$ cat src/rtl/pcm_dc_block_if.sv
// pcm_dc_block_if
// Groups the PCM sample stream that feeds the DC blocker with the
// valid/ready stream it delivers.
//   in_valid / in_data   : one-cycle strobe and signed 16-bit sample from the decimator
//   out_valid / out_data : FIFO head valid and signed 16-bit filtered sample
//   out_ready            : consumer accepts the head when out_valid && out_ready
// Modports:
//   master : the environment side (decimator plus downstream consumer)
//   slave  : the pcm_dc_block side
interface pcm_dc_block_if;
  logic               in_valid;
  logic signed [15:0] in_data;
  logic               out_valid;
  logic signed [15:0] out_data;
  logic               out_ready;

  modport master (
    output in_valid,
    output in_data,
    output out_ready,
    input  out_valid,
    input  out_data
  );

  modport slave (
    input  in_valid,
    input  in_data,
    input  out_ready,
    output out_valid,
    output out_data
  );
endinterface

$ cat src/rtl/pcm_dc_block.sv
// pcm_dc_block
// First-order IIR DC-blocking high-pass filter placed after the CIC3 PDM
// decimator:  y[n] = x[n] - x[n-1] + (1 - 2^-SHIFT) * y[n-1].
// Each accepted sample walks IDLE -> DIFF -> UPDATE -> SAT (one cycle each),
// and the result is pushed into a 2-entry valid/ready output FIFO.
// Optional feature: define PCM_DCB_GAIN_EN to add a 3-bit 'gain' input that
// left-shifts the result (also in bypass) before the final 16-bit saturation.
// Ports:
//   clk, rst      : system clock, synchronous active-high reset
//   pcm (slave)   : in_valid/in_data input strobe, out_valid/out_data/out_ready output FIFO head
//   bypass        : 1 = output the raw input sample; filter state still updates
//   gain          : (PCM_DCB_GAIN_EN only) output left shift, 0..7
//   overrun       : sticky, a sample or a result was dropped
//   overrun_clr   : clears overrun; a simultaneous new drop wins
//   busy          : FSM is not in IDLE
module pcm_dc_block #(
  parameter int SHIFT = 10,
  parameter int ACC_W = 19 + SHIFT
) (
  input  logic          clk,
  input  logic          rst,
  pcm_dc_block_if.slave pcm,
  input  logic          bypass,
`ifdef PCM_DCB_GAIN_EN
  input  logic [2:0]    gain,
`endif
  output logic          overrun,
  input  logic          overrun_clr,
  output logic          busy
);

  // Wide enough for the integer part of the accumulator shifted left by up to 7.
  localparam int R_W = ACC_W + 8;

  localparam logic signed [ACC_W:0]  ACC_MAX = {2'b00, {(ACC_W-1){1'b1}}};
  localparam logic signed [ACC_W:0]  ACC_MIN = {2'b11, {(ACC_W-1){1'b0}}};
  localparam logic signed [R_W-1:0]  OUT_MAX = R_W'(32767);
  localparam logic signed [R_W-1:0]  OUT_MIN = R_W'(-32768);

  typedef enum logic [1:0] {
    S_IDLE,
    S_DIFF,
    S_UPDATE,
    S_SAT
  } state_t;

  state_t                  state_q, state_d;
  logic signed [15:0]      x_q, x_d;
  logic signed [15:0]      x_prev_q, x_prev_d;
  logic signed [16:0]      diff_q, diff_d;
  logic signed [ACC_W-1:0] acc_q, acc_d;
  logic                    primed_q, primed_d;
  logic signed [15:0]      head_q, head_d;
  logic signed [15:0]      tail_q, tail_d;
  logic [1:0]              count_q, count_d;
  logic                    overrun_q, overrun_d;

  logic [2:0]              gain_val;
  logic signed [ACC_W:0]   acc_ext;
  logic signed [ACC_W:0]   diff_scaled;
  logic signed [ACC_W:0]   acc_next;
  logic signed [ACC_W-1:0] acc_sat;
  logic signed [ACC_W-1:0] acc_int;
  logic signed [R_W-1:0]   r_base;
  logic signed [R_W-1:0]   r_gain;
  logic signed [15:0]      r_sat;
  logic                    push;
  logic                    pop;
  logic                    drop_busy;
  logic                    drop_full;

`ifdef PCM_DCB_GAIN_EN
  assign gain_val = gain;
`else
  assign gain_val = 3'd0;
`endif

  // Accumulator update one bit wider than the state so the leak and the new
  // difference can be summed without wrapping, then clamped back.
  always_comb begin
    acc_ext     = {acc_q[ACC_W-1], acc_q};
    diff_scaled = (ACC_W+1)'(diff_q) <<< SHIFT;
    acc_next    = acc_ext - (acc_ext >>> SHIFT) + diff_scaled;
    if (acc_next > ACC_MAX) begin
      acc_sat = ACC_MAX[ACC_W-1:0];
    end else if (acc_next < ACC_MIN) begin
      acc_sat = ACC_MIN[ACC_W-1:0];
    end else begin
      acc_sat = acc_next[ACC_W-1:0];
    end
  end

  // Output sample: integer part of the accumulator (or the raw input in
  // bypass), gain applied before the 16-bit clamp so the clamp sees it all.
  always_comb begin
    acc_int = acc_q >>> SHIFT;
    if (bypass) begin
      r_base = R_W'(x_q);
    end else begin
      r_base = R_W'(acc_int);
    end
    r_gain = r_base <<< gain_val;
    if (r_gain > OUT_MAX) begin
      r_sat = 16'sh7FFF;
    end else if (r_gain < OUT_MIN) begin
      r_sat = 16'sh8000;
    end else begin
      r_sat = r_gain[15:0];
    end
  end

  // Sequencer. The first difference after reset is forced to zero so the
  // filter does not see a step from the implicit x_prev = 0.
  always_comb begin
    state_d  = state_q;
    x_d      = x_q;
    x_prev_d = x_prev_q;
    diff_d   = diff_q;
    acc_d    = acc_q;
    primed_d = primed_q;
    unique case (state_q)
      S_IDLE: begin
        if (pcm.in_valid) begin
          x_d     = pcm.in_data;
          state_d = S_DIFF;
        end
      end
      S_DIFF: begin
        if (primed_q) begin
          diff_d = 17'(x_q) - 17'(x_prev_q);
        end else begin
          diff_d = 17'sd0;
        end
        x_prev_d = x_q;
        primed_d = 1'b1;
        state_d  = S_UPDATE;
      end
      S_UPDATE: begin
        acc_d   = acc_sat;
        state_d = S_SAT;
      end
      S_SAT: begin
        state_d = S_IDLE;
      end
      default: begin
        state_d = S_IDLE;
      end
    endcase
  end

  // Two-entry FIFO with a registered head. A push into a full FIFO only
  // succeeds when the head leaves in the same cycle.
  always_comb begin
    push      = (state_q == S_SAT);
    pop       = (count_q != 2'd0) && pcm.out_ready;
    drop_busy = pcm.in_valid && (state_q != S_IDLE);
    drop_full = 1'b0;
    head_d    = head_q;
    tail_d    = tail_q;
    count_d   = count_q;
    if (pop) begin
      if (count_q == 2'd2) begin
        head_d = tail_q;
        if (push) begin
          tail_d = r_sat;
        end else begin
          count_d = 2'd1;
        end
      end else begin
        if (push) begin
          head_d = r_sat;
        end else begin
          head_d  = 16'sd0;
          count_d = 2'd0;
        end
      end
    end else if (push) begin
      if (count_q == 2'd0) begin
        head_d  = r_sat;
        count_d = 2'd1;
      end else if (count_q == 2'd1) begin
        tail_d  = r_sat;
        count_d = 2'd2;
      end else begin
        drop_full = 1'b1;
      end
    end

    if (drop_busy || drop_full) begin
      overrun_d = 1'b1;
    end else if (overrun_clr) begin
      overrun_d = 1'b0;
    end else begin
      overrun_d = overrun_q;
    end
  end

  always_ff @(posedge clk) begin
    if (rst) begin
      state_q   <= S_IDLE;
      x_q       <= '0;
      x_prev_q  <= '0;
      diff_q    <= '0;
      acc_q     <= '0;
      primed_q  <= 1'b0;
      head_q    <= '0;
      tail_q    <= '0;
      count_q   <= '0;
      overrun_q <= 1'b0;
    end else begin
      state_q   <= state_d;
      x_q       <= x_d;
      x_prev_q  <= x_prev_d;
      diff_q    <= diff_d;
      acc_q     <= acc_d;
      primed_q  <= primed_d;
      head_q    <= head_d;
      tail_q    <= tail_d;
      count_q   <= count_d;
      overrun_q <= overrun_d;
    end
  end

  assign pcm.out_valid = (count_q != 2'd0);
  assign pcm.out_data  = head_q;
  assign overrun       = overrun_q;
  assign busy          = (state_q != S_IDLE);

endmodule

$ cat src/flat_wrapper.sv
// flat-port wrapper written by rule: the top's interface ports become plain ports
module pcm_dc_block_flat 
#(
  parameter int SHIFT = 10,
  parameter int ACC_W = 19 + SHIFT
)
  (clk, rst, bypass, overrun, overrun_clr, busy, pcm_in_valid, pcm_in_data, pcm_out_ready, pcm_out_valid, pcm_out_data);
  pcm_dc_block_if pcm_i ();
  input  logic clk;
  input  logic rst;
  input  logic bypass;
  output logic overrun;
  input  logic overrun_clr;
  output logic busy;
  input wire logic [$bits(pcm_i.in_valid)-1:0] pcm_in_valid;
  input wire logic [$bits(pcm_i.in_data)-1:0] pcm_in_data;
  input wire logic [$bits(pcm_i.out_ready)-1:0] pcm_out_ready;
  output wire logic [$bits(pcm_i.out_valid)-1:0] pcm_out_valid;
  output wire logic [$bits(pcm_i.out_data)-1:0] pcm_out_data;
  assign pcm_i.in_valid = pcm_in_valid;
  assign pcm_i.in_data = pcm_in_data;
  assign pcm_i.out_ready = pcm_out_ready;
  assign pcm_out_valid = pcm_i.out_valid;
  assign pcm_out_data = pcm_i.out_data;
  pcm_dc_block #(.SHIFT(SHIFT), .ACC_W(ACC_W)) u_core (.clk(clk), .rst(rst), .pcm(pcm_i), .bypass(bypass), .overrun(overrun), .overrun_clr(overrun_clr), .busy(busy));
endmodule
$ cat config.mk
export PLATFORM = sky130hd
export DESIGN_NAME = pcm_dc_block_flat
export DESIGN_NICKNAME = d
export VERILOG_FILES = /design/src/rtl/pcm_dc_block_if.sv /design/src/rtl/pcm_dc_block.sv /design/src/flat_wrapper.sv
export SDC_FILE = /design/constraint.sdc
export NUM_CORES = 1
export LEC_CHECK = 0
export ABC_AREA = 0
export CAP_MARGIN = 20
export CORE_UTILIZATION = 60
export CTS_CLUSTER_SIZE = 10
export DETAILED_ROUTE_END_ITERATION = 16
export GPL_ROUTABILITY_DRIVEN = 0
export GPL_TIMING_DRIVEN = 1
export MAX_ROUTING_LAYER = met4
export PLACE_DENSITY = 0.8
export SYNTH_ARGS = -nofsm -noshare
export SYNTH_HDL_FRONTEND = slang
export SYNTH_SLANG_ARGS = --single-unit
$ cat constraint.sdc
create_clock -name clk -period 7.06 [get_ports clk]
set_input_delay 1.412 -clock clk [delete_from_list [all_inputs] [get_ports clk]]
set_output_delay 1.412 -clock clk [all_outputs]
set_load 0.01 [all_outputs]
==> results of run 1 <==
synth_stat cells, types with 3 or more instances:
cell type | number | area (um2)
o21a_1 | 7 | 52.6
o21bai_1 | 6 | 45.0
fa_1 | 20 | 400
nand2b_1 | 7 | 43.8
clkbuf_1 | 40 | 150
o31ai_1 | 4 | 30.0
a21boi_0 | 3 | 22.5
maj3_1 | 8 | 80.1
a21oi_1 | 54 | 270
mux2i_1 | 51 | 510
nand3b_1 | 4 | 30.0
buf_6 | 5 | 56.3
a211oi_1 | 12 | 90.1
a221oi_1 | 18 | 158
nand2_1 | 61 | 229
o211a_1 | 3 | 30.0
ha_1 | 58 | 726
dfxtp_1 | 116 | 2320
o211ai_1 | 5 | 37.5
a21o_1 | 12 | 90.1
a31oi_1 | 5 | 31.3
nand3_1 | 10 | 50.1
and3_1 | 3 | 18.8
maj3_2 | 20 | 225
nor2_1 | 119 | 447
nand4_1 | 4 | 25.0
xnor2_1 | 17 | 149
inv_1 | 105 | 394
nor3_1 | 24 | 120
or3_1 | 4 | 25.0
o21ai_0 | 37 | 185
a22oi_1 | 10 | 75.1
and2_1 | 4 | 25.0
nor2b_1 | 7 | 43.8
xor2_1 | 13 | 114
a211oi_2 | 20 | 250
worst max-delay path by stage:
stage	slack, ns	depth (start not counted)	endpoint	from
floorplan	3.26	13	u_core.acc_q[21]$_SDFFE_PP0P_	u_core.acc_q[28]$_SDFFE_PP0P_
global placement	2.76	7	u_core.tail_q[7]$_SDFFE_PP0P_	pcm_out_ready
detailed placement	2.60	7	u_core.tail_q[15]$_SDFFE_PP0P_	pcm_out_ready
CTS	2.76	12	u_core.acc_q[9]$_SDFFE_PP0P_	u_core.acc_q[28]$_SDFFE_PP0P_
global route	2.57	12	u_core.acc_q[15]$_SDFFE_PP0P_	u_core.acc_q[28]$_SDFFE_PP0P_
finish	2.76	12	u_core.acc_q[9]$_SDFFE_PP0P_	u_core.acc_q[28]$_SDFFE_PP0P_
flip-flops by register name, summed over array words and instances (netlist names):
register / flops
u_core.acc_q: 29
u_core.diff_q: 17
u_core.pcm.out_data: 16
u_core.tail_q: 16
u_core.x_prev_q: 16
u_core.x_q: 16
u_core.count_q: 2
u_core.state_q: 2
u_core.overrun: 1
u_core.primed_q: 1
layer usage:
| layer | part of all wire, % | vias to the layer above | global-route usage [%] |
|---|---|---|---|
| met5 | 0 | - | - |
| met4 | 2.7 | 0 | 13.0 |
| met3 | 4.5 | 48 | 5.14 |
| met2 | 47 | 197 | 44.7 |
| met1 | 46 | 3170 | 36.6 |
| li1 | - | 3281 | - |
cells in the final DEF (no fill, tap or decap), types with 24 or more instances in the layout:
| master | synthesis | routed |
|---|---|---|
| mux2i_1 | 51 | 51 |
| inv_1 | 105 | 105 |
| dfxtp_1 | 116 | 116 |
| clkdlybuf4s50_1 | 0 | 39 |
| nor3_1 | 24 | 24 |
| ha_1 | 58 | 57 |
| nor2_1 | 119 | 119 |
| nand2_1 | 61 | 61 |
| a21oi_1 | 54 | 54 |
| o21ai_0 | 37 | 37 |
critical path, cell delays in order, from the launching register on:
cell and delay, ns:
dfxtp_1 0.76, fa_1 0.54, inv_1 0.07, ha_1 0.30
inv_4 0.05, or4_4 0.56, o32a_1 0.37, o311a_1 0.15
a311oi_2 0.32, xnor2_2 0.10, buf_4 0.25, maj3_1 0.41
a211oi_1 0.27
cell families (layout without fill, tap and decap cells):
family	after synthesis	count (layout)	share of synthesized area (%)
fa+ha+maj	106	106	18.1
compound gates	216	216	19.8
buf+inv	156	187	7.96
flops	116	116	29.4
xor+xnor	31	31	3.54
simple gates	258	258	14.6
mux	52	52	6.61
through the flow:
stage	cells	setup WS, ns	hold slack [ns]	utilization, %
floorplan	935	3.26	0.416	-
global placement	1105	2.76	0.431	65.5
detailed placement	1105	2.60	0.442	65.5
CTS	1137	2.76	0.476	70.4
global route	1138	2.57	0.499	70.4
finish	1138	2.76	0.475	70.4
layout make-up:
type	count	area (um2)
Clock inverter	14	178
Inverter	107	404
Tap cell	172	215
Fill cell	996	3760
Timing Repair Buffer	48	458
Sequential cell	116	2320
Multi-Input combinational cell	663	4940
Clock buffer	18	439
==> reports/summary.txt, run 1 <==
Status - complete, no violations
CTS H-Tree Depth - 4
Number of flops mapped to enable cells by yosys - 0
Pre-antenna DRT Iters - 5
Critical path class - flop to flop
Min-delay src - u_core.diff_q[12]$_SDFFE_PP0N_
Critical R2R Launch - u_core.acc_q[28]$_SDFFE_PP0P_
# setup viols final - 0
# port buffers - 40
Synth Warn # - 0
Clk Latency, worst-skew pair - 0.42 ns
Max Cap Viol - 0
Core footprint - 12700 um2
WHS Endpoint - u_core.diff_q[12]$_SDFFE_PP0N_
Clock sink count - 116
Max_slew headroom - 24.0%
Mean Syn Cell Area - 8.44 um2
Min Tclk post-route - 4.30 ns
Critical path launch point type - flop
Worst Path Max Fanout - 28
Die Y - 117 um
Synthesized instance count - 935
DR WL/cell - 16.4 um
Clk pin slew, worst setup/hold paths - 0.06 ns
Site row count - 41
Asr flop ratio synth - 0%
Total vias in the final route - 6696
Post-layout nets - 1053
Vias in the first global route - 6216
Top_reg_cell synth - dfxtp_1
Reg2reg end - u_core.acc_q[9]$_SDFFE_PP0P_
Initial Utilization - 62.0%
CTS root buffer - clkbuf_16
Global-route wire length before repair - 29600 um
Fin. Hold Viols - 0
DPL Wire Length - 12900 um
DIE AREA - 13600 um2
Placed cell area - 8340 um2
Worst Path Arrival - 4.61 ns
Initial antenna violation count - 0
CTS Hold Bufs - 0
Setup crit end kind - flop
Pin count of the biggest net entering global routing - 93
Antenna diodes - 0
Final Instance Area - 8960 um2
Fmax - 0.233 GHz
RSZ-0062 raised after global routing - no
IO Pins - 41
Final ANT Viol Nets - 0
DRT iter0 DRCs - 524
Die span in x - 117 um
Min-Delay Path Class - flop to flop
Skew final - 0.00729 ns
Post-CTS Repair Setup Buffers - 0
Worst EP required - 7.37 ns
Vias/cell - 5.88
Final Max Slew Viols - 0
Final setup TNS - 0 ns
Hold path cells - 2
Worst R2R Setup Slack - 2.76 ns
Cts bufs inserted - 17
Tightest Pin Transition - 1.14 ns
Seq/Total Area, Yosys - 29.4%
Total routing usage reported by global routing - 28.8%
Period utilisation layout - 60.9%
#FFs+latches synth - 116
CTS resizes - 0
Reg2Reg Depth - 12
Share of cells above drive strength 1 - 9.52%
DR DRC count - 0
Final wirelength - 18600 um
CTS Buffer Depth - 2
Area Overhead vs Synth - 13.6%
TritonCTS clock tree - built
GR Overflow Total - 0
Post-Syn Nets - 1035
Cell Area, Synth - 7890 um2
Synth unique cells - 67
Power of run 1 is left out: the tool's default activity adds up to more than one toggle a clock period on the data nets, which glitch-free logic cannot reach.
==> inputs of run 2 (changes only) <==
==> constraint.sdc (replaced) <==
create_clock -name clk -period 4.31 [get_ports clk]
set_input_delay 0.862 -clock clk [delete_from_list [all_inputs] [get_ports clk]]
set_output_delay 0.862 -clock clk [all_outputs]
set_load 0.01 [all_outputs]
==> reports/summary.txt, run 2 (synthesized netlist as in run 1, its figures left out) <==
Min-delay src - u_core.diff_q[12]$_SDFFE_PP0N_
Worst Path Max Fanout - 29
Worst-path cell chain - inv_1, ha_1, ha_1, inv_1, fa_1, nor2b_1, o31ai_1, a31oi_1, a41oi_1, o2111ai_1, a31oi_1, o21a_1, buf_12, maj3_1, a211oi_1
Critical path launch point type - flop
CTS H-Tree Depth - 4
Period utilisation layout - 95.5%
Total routing usage reported by global routing - 29.8%
Tightest Pin Transition - 0.796 ns
Largest register FFs - 29
Final setup TNS - 0 ns
Area Overhead vs Synth - 14.3%
Share of cells above drive strength 1 - 9.97%
Skew final - 0.00777 ns
Die span in x - 117 um
Reg2reg end - u_core.acc_q[13]$_SDFFE_PP0P_
Largest reg by FF count - u_core.acc_q
GR Overflow Total - 0
DIE AREA - 13600 um2
Post-layout nets - 1060
Global-route wire length before repair - 29800 um
IO Pins - 41
Antenna diodes - 0
Final Max Slew Viols - 0
Max_slew headroom - 46.8%
Total vias in the final route - 6653
DPL Wire Length - 13300 um
Final ANT Viol Nets - 0
FILL cells - 1010
Setup crit end kind - flop
Pin count of the biggest net entering global routing - 67
Commonest cells after routing, fill and taps aside - nor2_1 (119), dfxtp_1 (116), inv_1 (105)
Site row count - 41
DR WL/cell - 16.4 um
Critical path class - flop to flop
Min-Delay Path Class - flop to flop
Initial antenna violation count - 0
Post-CTS Repair Setup Buffers - 0
Vias in the first global route - 6082
CTS Buffer Depth - 2
Hold path cells - 2
RSZ-0062 raised after global routing - no
CTS root buffer - clkbuf_16
Status - complete, no violations
# setup viols final - 0
Leading cell type in the layout, fill and taps excluded - nor2_1
Slowest stage delay, CP - 0.40 ns
Initial Utilization - 62.0%
WHS Endpoint - u_core.diff_q[12]$_SDFFE_PP0N_
Largest regs - u_core.acc_q x29, u_core.diff_q x17
Core footprint - 12700 um2
Fmax - 0.243 GHz
Min Tclk post-route - 4.12 ns
Cts bufs inserted - 17
Clk pin slew, worst setup/hold paths - 0.05 ns
Max Cap Viol - 0
Critical Path Slowest Stage Cell - fa_1
Worst R2R Setup Slack - 0.19 ns
Final wirelength - 18800 um
Pre-antenna DRT Iters - 5
Die Y - 117 um
# port buffers - 40
Vias/cell - 5.81
Reg2Reg Depth - 15
Clk Latency, worst-skew pair - 0.43 ns
Critical R2R Launch - u_core.acc_q[11]$_SDFFE_PP0P_
Worst EP required - 4.64 ns
CTS Hold Bufs - 0
TritonCTS clock tree - built
Fin. Hold Viols - 0
Clock sink count - 116
Worst Path Arrival - 4.45 ns
DR DRC count - 0
DRT iter0 DRCs - 464
[run 2: area by class of cell]
cell class,count,area [um2],share of cell area (%)
sequential,116,2320,25.8
clock buffer,23,478,5.30
clock inverter,9,126,1.40
tap,172,215,2.39
timing repair buffer,55,523,5.80
inverter,107,404,4.48
multi-input combinational,663,4950,54.9
[run 2: worst max-delay path: cells and delay by family, from the launching register on]
family	cells	cell delay [ns]
buf+inv	3	0.34
flops	1	0.36
fa+ha+maj	4	1.22
compound gates	7	1.91
simple gates	1	0.17
[run 2: timing repair]
item                                    CTS  global route
hold endpoints to repair                  0             0
endpoints found under the setup margin    0             3
resized for setup                         0             1
[run 2: worst max path at each step]
stage	from	to	slack, ns	cells past startpoint
floorplan	u_core.acc_q[28]$_SDFFE_PP0P_	u_core.acc_q[21]$_SDFFE_PP0P_	0.51	13
global placement	u_core.acc_q[11]$_SDFFE_PP0P_	u_core.acc_q[21]$_SDFFE_PP0P_	0.37	14
detailed placement	u_core.acc_q[22]$_SDFFE_PP0P_	u_core.acc_q[13]$_SDFFE_PP0P_	0.27	13
CTS	u_core.acc_q[22]$_SDFFE_PP0P_	u_core.acc_q[13]$_SDFFE_PP0P_	0.20	13
global route	u_core.acc_q[11]$_SDFFE_PP0P_	u_core.acc_q[10]$_SDFFE_PP0P_	0.01	15
finish	u_core.acc_q[11]$_SDFFE_PP0P_	u_core.acc_q[13]$_SDFFE_PP0P_	0.19	15
[run 2: stage by stage]
stage | area (um2) | cells | worst slack, ns | hold WS [ns] | utilization, %
after detailed placement | 8410 | 1113 | 0.269 | 0.432 | 66.1
after global routing | 9020 | 1145 | 0.0120 | 0.452 | 70.9
after CTS | 9010 | 1145 | 0.201 | 0.438 | 70.8
after global placement | 8410 | 1113 | 0.367 | 0.428 | 66.1
final | 9020 | 1145 | 0.193 | 0.436 | 70.9
after floorplan | 7890 | 935 | 0.509 | 0.416 | -
[run 2: per-layer routing]
layer,part of all wire (%),track usage [%],vias to the layer above
li1,-,-,3283
met1,45,37.0,3183
met2,49,48.6,157
met3,3.8,4.46,30
met4,2.0,12.2,0
met5,0,-,-
Power of run 2 is left out for the same reason.
